## src/rtl/matmul_job_sequencer_if.sv

```systemverilog
// rtl/matmul_job_sequencer_if.sv - signal bundle between matmul_job_sequencer and its host, engine and result consumer
//
// Signal groups:
//   job_*        descriptor handshake and the four 3-bit matrix dimensions (x = columns, y = rows)
//   abort        synchronous abort of the job in flight
//   src_*        8-bit operand stream, M1 row-major then M2 row-major
//   eng_*        control, dimension and operand outputs to the matrix engine; eng_ready back from it
//   res_take     one result beat consumed downstream
//   busy/done/err job status
//
// modport master is the sequencer's view; modport slave is the view of everything around it.
interface matmul_job_sequencer_if;
    logic       job_valid;
    logic       job_ready;
    logic [2:0] job_m1x;
    logic [2:0] job_m1y;
    logic [2:0] job_m2x;
    logic [2:0] job_m2y;
    logic       abort;
    logic       src_valid;
    logic       src_ready;
    logic [7:0] src_data;
    logic [2:0] eng_M1Xin;
    logic [2:0] eng_M1Yin;
    logic [2:0] eng_M2Xin;
    logic [2:0] eng_M2Yin;
    logic       eng_program_dim;
    logic       eng_program_val;
    logic [7:0] eng_data_in;
    logic       eng_start;
    logic       eng_ready;
    logic       eng_result_read_ready;
    logic       res_take;
    logic       busy;
    logic       done;
    logic       err;

    modport master (
        input  job_valid, job_m1x, job_m1y, job_m2x, job_m2y, abort,
        input  src_valid, src_data, eng_ready, res_take,
        output job_ready, src_ready,
        output eng_M1Xin, eng_M1Yin, eng_M2Xin, eng_M2Yin,
        output eng_program_dim, eng_program_val, eng_data_in,
        output eng_start, eng_result_read_ready,
        output busy, done, err
    );

    modport slave (
        output job_valid, job_m1x, job_m1y, job_m2x, job_m2y, abort,
        output src_valid, src_data, eng_ready, res_take,
        input  job_ready, src_ready,
        input  eng_M1Xin, eng_M1Yin, eng_M2Xin, eng_M2Yin,
        input  eng_program_dim, eng_program_val, eng_data_in,
        input  eng_start, eng_result_read_ready,
        input  busy, done, err
    );
endinterface

```

## src/rtl/matmul_job_sequencer.sv

```systemverilog
// rtl/matmul_job_sequencer.sv - sequences one matrix-multiply job through the matrix engine
//
// Ports:
//   clk    system clock, rising edge
//   rst_n  asynchronous active-low reset; abandons any job without done/err
//   bus    matmul_job_sequencer_if.master (job descriptor, operand stream,
//          engine control, result-take strobe, busy/done/err status)
//
// Flow: IDLE -> DIM -> LOAD -> START -> WAIT -> READ -> DONE -> IDLE.
// abort (any non-IDLE state) or a WAIT timeout returns straight to IDLE.
module matmul_job_sequencer #(
    parameter int DIM_CYCLES = 2,
    parameter int TIMEOUT    = 4096
) (
    input  logic                          clk,
    input  logic                          rst_n,
    matmul_job_sequencer_if.master        bus
);

    typedef enum logic [2:0] {
        S_IDLE  = 3'd0,
        S_DIM   = 3'd1,
        S_LOAD  = 3'd2,
        S_START = 3'd3,
        S_WAIT  = 3'd4,
        S_READ  = 3'd5,
        S_DONE  = 3'd6
    } state_t;

    state_t      state;
    state_t      next_state;

    // Latched dimensions double as the registered eng_M* outputs.
    logic [2:0]  m1x_q;
    logic [2:0]  m1y_q;
    logic [2:0]  m2x_q;
    logic [2:0]  m2y_q;
    logic [7:0]  data_q;
    logic        pval_q;
    logic        err_q;

    logic [3:0]  dim_cnt;
    logic [6:0]  beat_cnt;
    logic [15:0] tmo_cnt;
    logic [5:0]  take_cnt;

    logic        job_legal;
    logic        job_fire;
    logic        src_fire;
    logic        leaving;
    logic [5:0]  m1_size;
    logic [5:0]  m2_size;
    logic [6:0]  beats_total;
    logic [5:0]  res_total;
    logic        dim_last;
    logic        beat_last;
    logic        tmo_last;
    logic        take_last;

    assign job_legal = (bus.job_m1x != 3'd0) && (bus.job_m1y != 3'd0) &&
                       (bus.job_m2x != 3'd0) && (bus.job_m2y != 3'd0) &&
                       (bus.job_m1x == bus.job_m2y);

    // job_ready is exactly "state is IDLE", so the accept condition needs no extra term.
    assign job_fire  = (state == S_IDLE) && bus.job_valid;

    // src_ready is high for the whole of LOAD: the state is left on the last beat,
    // so there is never a LOAD cycle without a beat remaining.
    assign src_fire  = (state == S_LOAD) && bus.src_valid;

    assign m1_size     = {3'd0, m1x_q} * {3'd0, m1y_q};
    assign m2_size     = {3'd0, m2x_q} * {3'd0, m2y_q};
    assign beats_total = {1'b0, m1_size} + {1'b0, m2_size};
    assign res_total   = {3'd0, m1y_q} * {3'd0, m2x_q};

    assign dim_last  = (dim_cnt == 4'(DIM_CYCLES - 1));
    assign beat_last = (beat_cnt == beats_total - 7'd1);
    assign tmo_last  = (tmo_cnt == 16'(TIMEOUT - 1));
    assign take_last = (take_cnt == res_total - 6'd1);

    // Any return to IDLE from a job clears the engine-facing registers.
    assign leaving   = (state != S_IDLE) && (next_state == S_IDLE);

    // State register
    always_ff @(posedge clk or negedge rst_n) begin
        if (!rst_n) begin
            state <= S_IDLE;
        end else begin
            state <= next_state;
        end
    end

    // Next-state logic; abort is checked first so it beats every other event.
    always_comb begin
        next_state = state;
        case (state)
            S_IDLE: begin
                if (job_fire && job_legal) begin
                    next_state = S_DIM;
                end
            end
            S_DIM: begin
                if (bus.abort) begin
                    next_state = S_IDLE;
                end else if (dim_last) begin
                    next_state = S_LOAD;
                end
            end
            S_LOAD: begin
                if (bus.abort) begin
                    next_state = S_IDLE;
                end else if (src_fire && beat_last) begin
                    next_state = S_START;
                end
            end
            S_START: begin
                if (bus.abort) begin
                    next_state = S_IDLE;
                end else begin
                    next_state = S_WAIT;
                end
            end
            S_WAIT: begin
                // eng_ready is tested before the timeout so a same-cycle ready still completes.
                if (bus.abort) begin
                    next_state = S_IDLE;
                end else if (bus.eng_ready) begin
                    next_state = S_READ;
                end else if (tmo_last) begin
                    next_state = S_IDLE;
                end
            end
            S_READ: begin
                if (bus.abort) begin
                    next_state = S_IDLE;
                end else if (bus.res_take && take_last) begin
                    next_state = S_DONE;
                end
            end
            S_DONE: begin
                next_state = S_IDLE;
            end
            default: begin
                next_state = S_IDLE;
            end
        endcase
    end

    // Output logic decoded from the state
    always_comb begin
        bus.job_ready             = 1'b0;
        bus.src_ready             = 1'b0;
        bus.eng_program_dim       = 1'b0;
        bus.eng_start             = 1'b0;
        bus.eng_result_read_ready = 1'b0;
        bus.busy                  = 1'b1;
        bus.done                  = 1'b0;
        case (state)
            S_IDLE: begin
                bus.job_ready = 1'b1;
                bus.busy      = 1'b0;
            end
            S_DIM: begin
                bus.eng_program_dim = 1'b1;
            end
            S_LOAD: begin
                bus.src_ready = 1'b1;
            end
            S_START, S_WAIT: begin
                bus.eng_start = 1'b1;
            end
            S_READ: begin
                bus.eng_start             = 1'b1;
                bus.eng_result_read_ready = 1'b1;
            end
            S_DONE: begin
                bus.done = 1'b1;
            end
            default: begin
                bus.busy = 1'b1;
            end
        endcase
    end

    assign bus.eng_M1Xin       = m1x_q;
    assign bus.eng_M1Yin       = m1y_q;
    assign bus.eng_M2Xin       = m2x_q;
    assign bus.eng_M2Yin       = m2y_q;
    assign bus.eng_data_in     = data_q;
    assign bus.eng_program_val = pval_q;
    assign bus.err             = err_q;

    // Per-state counters; each is held at zero outside its own state so it
    // starts from zero on every entry.
    always_ff @(posedge clk or negedge rst_n) begin
        if (!rst_n) begin
            dim_cnt  <= '0;
            beat_cnt <= '0;
            tmo_cnt  <= '0;
            take_cnt <= '0;
        end else begin
            dim_cnt <= (state == S_DIM) ? dim_cnt + 4'd1 : 4'd0;
            tmo_cnt <= (state == S_WAIT) ? tmo_cnt + 16'd1 : 16'd0;

            if (state != S_LOAD) begin
                beat_cnt <= '0;
            end else if (src_fire) begin
                beat_cnt <= beat_cnt + 7'd1;
            end

            if (state != S_READ) begin
                take_cnt <= '0;
            end else if (bus.res_take) begin
                take_cnt <= take_cnt + 6'd1;
            end
        end
    end

    // Dimension, operand and pulse registers
    always_ff @(posedge clk or negedge rst_n) begin
        if (!rst_n) begin
            m1x_q  <= '0;
            m1y_q  <= '0;
            m2x_q  <= '0;
            m2y_q  <= '0;
            data_q <= '0;
            pval_q <= 1'b0;
            err_q  <= 1'b0;
        end else begin
            if (job_fire && job_legal) begin
                m1x_q <= bus.job_m1x;
                m1y_q <= bus.job_m1y;
                m2x_q <= bus.job_m2x;
                m2y_q <= bus.job_m2y;
            end else if (leaving) begin
                m1x_q <= '0;
                m1y_q <= '0;
                m2x_q <= '0;
                m2y_q <= '0;
            end

            // data_q only changes on a handshake, so it holds across src_valid gaps.
            if (leaving) begin
                data_q <= '0;
            end else if (src_fire) begin
                data_q <= bus.src_data;
            end

            // A beat that coincides with abort is dropped rather than presented.
            pval_q <= src_fire && !bus.abort;

            err_q  <= (job_fire && !job_legal) ||
                      ((state == S_WAIT) && !bus.abort && !bus.eng_ready && tmo_last);
        end
    end

endmodule

```

## src/flat_wrapper.sv

```systemverilog
// flat-port wrapper written by rule: the top's interface ports become plain ports
module matmul_job_sequencer_flat 
#(
    parameter int DIM_CYCLES = 2,
    parameter int TIMEOUT    = 4096
)
  (clk, rst_n, bus_job_valid, bus_job_m1x, bus_job_m1y, bus_job_m2x, bus_job_m2y, bus_abort, bus_src_valid, bus_src_data, bus_eng_ready, bus_res_take, bus_job_ready, bus_src_ready, bus_eng_M1Xin, bus_eng_M1Yin, bus_eng_M2Xin, bus_eng_M2Yin, bus_eng_program_dim, bus_eng_program_val, bus_eng_data_in, bus_eng_start, bus_eng_result_read_ready, bus_busy, bus_done, bus_err);
  matmul_job_sequencer_if bus_i ();
  input  logic clk;
  input  logic rst_n;
  input wire logic [$bits(bus_i.job_valid)-1:0] bus_job_valid;
  input wire logic [$bits(bus_i.job_m1x)-1:0] bus_job_m1x;
  input wire logic [$bits(bus_i.job_m1y)-1:0] bus_job_m1y;
  input wire logic [$bits(bus_i.job_m2x)-1:0] bus_job_m2x;
  input wire logic [$bits(bus_i.job_m2y)-1:0] bus_job_m2y;
  input wire logic [$bits(bus_i.abort)-1:0] bus_abort;
  input wire logic [$bits(bus_i.src_valid)-1:0] bus_src_valid;
  input wire logic [$bits(bus_i.src_data)-1:0] bus_src_data;
  input wire logic [$bits(bus_i.eng_ready)-1:0] bus_eng_ready;
  input wire logic [$bits(bus_i.res_take)-1:0] bus_res_take;
  output wire logic [$bits(bus_i.job_ready)-1:0] bus_job_ready;
  output wire logic [$bits(bus_i.src_ready)-1:0] bus_src_ready;
  output wire logic [$bits(bus_i.eng_M1Xin)-1:0] bus_eng_M1Xin;
  output wire logic [$bits(bus_i.eng_M1Yin)-1:0] bus_eng_M1Yin;
  output wire logic [$bits(bus_i.eng_M2Xin)-1:0] bus_eng_M2Xin;
  output wire logic [$bits(bus_i.eng_M2Yin)-1:0] bus_eng_M2Yin;
  output wire logic [$bits(bus_i.eng_program_dim)-1:0] bus_eng_program_dim;
  output wire logic [$bits(bus_i.eng_program_val)-1:0] bus_eng_program_val;
  output wire logic [$bits(bus_i.eng_data_in)-1:0] bus_eng_data_in;
  output wire logic [$bits(bus_i.eng_start)-1:0] bus_eng_start;
  output wire logic [$bits(bus_i.eng_result_read_ready)-1:0] bus_eng_result_read_ready;
  output wire logic [$bits(bus_i.busy)-1:0] bus_busy;
  output wire logic [$bits(bus_i.done)-1:0] bus_done;
  output wire logic [$bits(bus_i.err)-1:0] bus_err;
  assign bus_i.job_valid = bus_job_valid;
  assign bus_i.job_m1x = bus_job_m1x;
  assign bus_i.job_m1y = bus_job_m1y;
  assign bus_i.job_m2x = bus_job_m2x;
  assign bus_i.job_m2y = bus_job_m2y;
  assign bus_i.abort = bus_abort;
  assign bus_i.src_valid = bus_src_valid;
  assign bus_i.src_data = bus_src_data;
  assign bus_i.eng_ready = bus_eng_ready;
  assign bus_i.res_take = bus_res_take;
  assign bus_job_ready = bus_i.job_ready;
  assign bus_src_ready = bus_i.src_ready;
  assign bus_eng_M1Xin = bus_i.eng_M1Xin;
  assign bus_eng_M1Yin = bus_i.eng_M1Yin;
  assign bus_eng_M2Xin = bus_i.eng_M2Xin;
  assign bus_eng_M2Yin = bus_i.eng_M2Yin;
  assign bus_eng_program_dim = bus_i.eng_program_dim;
  assign bus_eng_program_val = bus_i.eng_program_val;
  assign bus_eng_data_in = bus_i.eng_data_in;
  assign bus_eng_start = bus_i.eng_start;
  assign bus_eng_result_read_ready = bus_i.eng_result_read_ready;
  assign bus_busy = bus_i.busy;
  assign bus_done = bus_i.done;
  assign bus_err = bus_i.err;
  matmul_job_sequencer #(.DIM_CYCLES(DIM_CYCLES), .TIMEOUT(TIMEOUT)) u_core (.clk(clk), .rst_n(rst_n), .bus(bus_i));
endmodule
```

## config.mk

```make
export PLATFORM = sky130hd
export DESIGN_NAME = matmul_job_sequencer_flat
export DESIGN_NICKNAME = d
export VERILOG_FILES = /design/src/rtl/matmul_job_sequencer_if.sv /design/src/rtl/matmul_job_sequencer.sv /design/src/flat_wrapper.sv
export SDC_FILE = /design/constraint.sdc
export NUM_CORES = 1
export LEC_CHECK = 0
export ABC_AREA = 1
export CORE_MARGIN = 1
export CORE_UTILIZATION = 55
export CTS_CLUSTER_DIAMETER = 200
export DETAILED_ROUTE_END_ITERATION = 10
export HOLD_SLACK_MARGIN = 0.08
export PLACE_DENSITY_LB_ADDON = 0.3
export SLEW_MARGIN = 20
export SYNTH_ARGS = -nofsm -noshare
export SYNTH_HDL_FRONTEND = slang
export SYNTH_SLANG_ARGS = --single-unit
export TNS_END_PERCENT = 50
```

## constraint.sdc

```tcl
create_clock -name clk -period 10.05 [get_ports clk]
set_input_delay 2.01 -clock clk [delete_from_list [all_inputs] [get_ports clk]]
set_output_delay 2.01 -clock clk [all_outputs]
set_load 0.05 [all_outputs]
```

==> qor.yml <==
clocking:
  hold_buffers: 0
  root_buffer: "clkbuf_8"
  cts_resized: 0
  clockBufferDepth: 2
  cts_tree: "yes"
  cts_buffers: 9
  cts_num_sinks: 58
  insertion_delay_ns: 0.34
  htree_num_levels: 3
  postCtsSetupBuffers: 0
  path_clk_slew_ns: 0.07
final_layout:
  layout-drive-gt1-share: 0.0643
  syn_to_final_growth_pct: 21.8
  multiInputGateArea_mm2: 0.00215
  num_antenna_cells: 0
  layout_common_cells: "nand2_1 (122), inv_1 (84), dfrtp_1 (58)"
  nFillCells: 543
  layout.nets: 639
  final_common_cell: "nand2_1"
  regArea_mm2: 0.00145
  postLayoutCoreUtil: 0.703
sta:
  rsz0062_at_grt: "false"
  finalCritPeriodShare: 0.466
  hold_viol: 0
  setup_viol: 0
  finalCriticalPeriod_ns: 4.69
  hold_ws_ns: 0.464
  slew-limit-headroom: 0.507
  final-max-slew-violation-count: 0
  fin_skew_ns: 0.00836
  timing.final.ws_setup_ns: 5.36
  tightestPinTransition_ns: 0.739
  final.setup.tns_ns: 0
  timing.fmax_mhz: 213
drt:
  vias: 3572
  post_drt_wl_per_cell_um: 13.7
  wl_met1_um: 3830
  ant_nets: 0
  met2_length_um: 4400
  via_per_inst: 5.32
  drc: 0
  wl_met3_um: 665
  firstDrtPassIters: 5
  wl_um: 9180
  top_layer: "met4"
  drtIter0Drc: 239
floorplanning:
  row_count: 30
  dieArea_mm2: 0.00755
  die_h_um: 86.9
  pin_count: 56
  die_x_um: 86.9
  coreArea_mm2: 0.00687
  initial_core_util: 0.577
synth:
  synthArstFlopShare: 1.00
  synth.yosys.warnings: 0
  yosys.area_share.simple: 0.281
  syn_area_mm2: 0.00397
  yosys-mux-area-fraction: 0.0202
  synth_top_flop_cell: "dfrtp_1"
  synth-edff-count: 0
  syn_area_per_cell_um2: 7.82
  synth_cell_types: 37
  synth_top_family_by_area: "simple AND/OR/NAND/NOR gates"
  synth_seq_cells: 58
  synth_nets: 576
  syn_inst: 507
  synthXorXnorAreaFrac: 0.0309
  synth_compound_area_frac: 0.0568
  synth_fa_ha_area_frac: 0.153
  ys_seq_area_frac: 0.366
setup_path:
  required_ns: 10.31
  worstRegToRegCells: 18
  cp_max_fo: 13
  cp-end-kind: "flop"
  start_kind: "flop"
  cp.arrival_ns: 4.95
  worstSetupPathType: "reg -> reg"
outcome:
  status: "complete, no violations"
power:
  ir_worst_vdd_v: 0.000110
  powerDensity_mw_per_mm2: 185
  p_leak_nw: 2.37
  power.total_uw: 896
global_route:
  grt_max_degree: 59
  grt_pass1_vias: 3604
  grt_overflow: 0
  antenna_found_initial: 0
  grt_pass1_wl_um: 15600
  track_usage: 0.272
run:
  maxCapViolCount: 0
min_path:
  worst_hold_path_type: "reg -> reg"
  whs_path_depth: 1
placement:
  gp_congestion: 0.913
  io_buffers: 55
  dp_hpwl_um: 6980
  dp_slack_ns: 5.45
==> worst max-delay path: stages, from the launching register on <==
cell and delay [ns]:
dfrtp_1 0.47, nand2_1 0.13, fa_1 0.62, fa_1 0.48, fa_1 0.56, inv_1 0.06
fa_1 0.54, fa_1 0.48, inv_1 0.08, nand2_1 0.07, nand3_1 0.07, nand3_1 0.07
nor2_1 0.12, nand3_1 0.08, o21ai_1 0.16, a21oi_2 0.08, nand2_2 0.22, inv_1 0.20
nor2_1 0.13
==> state kept, by name (all words and copies together) (netlist names) <==
name                        cells
u_core.tmo_cnt                 16
u_core.bus.eng_M2Yin            3
u_core.bus.eng_data_in          8
u_core.beat_cnt                 7
u_core.bus.eng_M2Xin            3
u_core.dim_cnt                  4
u_core.bus.eng_program_val      1
u_core.state                    3
u_core.bus.eng_M1Xin            3
u_core.take_cnt                 6
u_core.bus.err                  1
u_core.bus.eng_M1Yin            3
==> where the power goes <==
| part | total [mW] | switching [mW] | internal (mW) | leakage [nW] |
|---|---|---|---|---|
| combinational | 0.374 | 0.233 | 0.141 | 1.46 |
| sequential | 0.282 | 0.0295 | 0.252 | 0.798 |
| clock | 0.240 | 0.0943 | 0.145 | 0.109 |
==> routing by layer <==
metal | up-vias | track usage
met5 | - | 0
met4 | 0 | 0.117
met3 | 28 | 0.0749
met2 | 142 | 0.456
met1 | 1665 | 0.329
li1 | 1737 | -
==> path summary, 6_finish.rpt <==
path	startpoint	endpoint	slack, ns
setup / recovery	u_core.bus.eng_M2Xin[2]$_DFFE_PN0P_	u_core.bus.eng_data_in[7]$_DFFE_PN0P_	5.36
hold / removal	u_core.tmo_cnt[0]$_DFF_PN0_	u_core.tmo_cnt[0]$_DFF_PN0_	0.46
setup reg to reg	u_core.bus.eng_M2Xin[2]$_DFFE_PN0P_	u_core.bus.eng_data_in[7]$_DFFE_PN0P_	5.36
hold reg to reg	u_core.tmo_cnt[0]$_DFF_PN0_	u_core.tmo_cnt[0]$_DFF_PN0_	0.46
max in group asynchronous	rst_n	u_core.tmo_cnt[11]$_DFF_PN0_	7.74
min in group asynchronous	rst_n	u_core.take_cnt[1]$_DFFE_PN0P_	1.80
==> kinds of logic (layout without fill, tap and decap cells) <==
group | count (synthesis) | after routing
flip-flops | 58 | 58
AND/OR/NAND/NOR | 250 | 250
AO/OA/AOI/OAI | 42 | 42
XOR/XNOR | 14 | 14
multiplexers | 8 | 8
buffers and inverters | 93 | 161
adder cells (fa/ha/maj) | 42 | 42
==> cell usage after synthesis, drive strengths merged (3+ instances only) <==
library cell	number	area, um^2
dfrtp	58	1450
xnor2	9	78.8
nand4	4	25.0
a21oi	24	128
fa	11	220
nor4	4	31.3
nand2	126	483
nand3	40	223
nor2	52	210
xor2	5	43.8
o21ai	15	75.1
nor3	22	126
ha	31	388
inv	88	333
mux2i	8	80.1
buf	3	23.8
==> metrics by stage <==
step                cells  cell area, um^2
detailed placement    655             4610
floorplan             507             3970
global route          671             4830
finish                671             4830
CTS                   671             4830
global placement      655             4610
==> final cells by class <==
type,instances,share of cell area
Multi-Input combinational cell,356,0.445
Sequential cell,58,0.301
Timing Repair Buffer,56,0.115
Inverter,89,0.0697
Clock buffer,11,0.0293
Tap cell,96,0.0249
Clock inverter,5,0.0161
No activity file was read; power rests on OpenSTA's default activity.
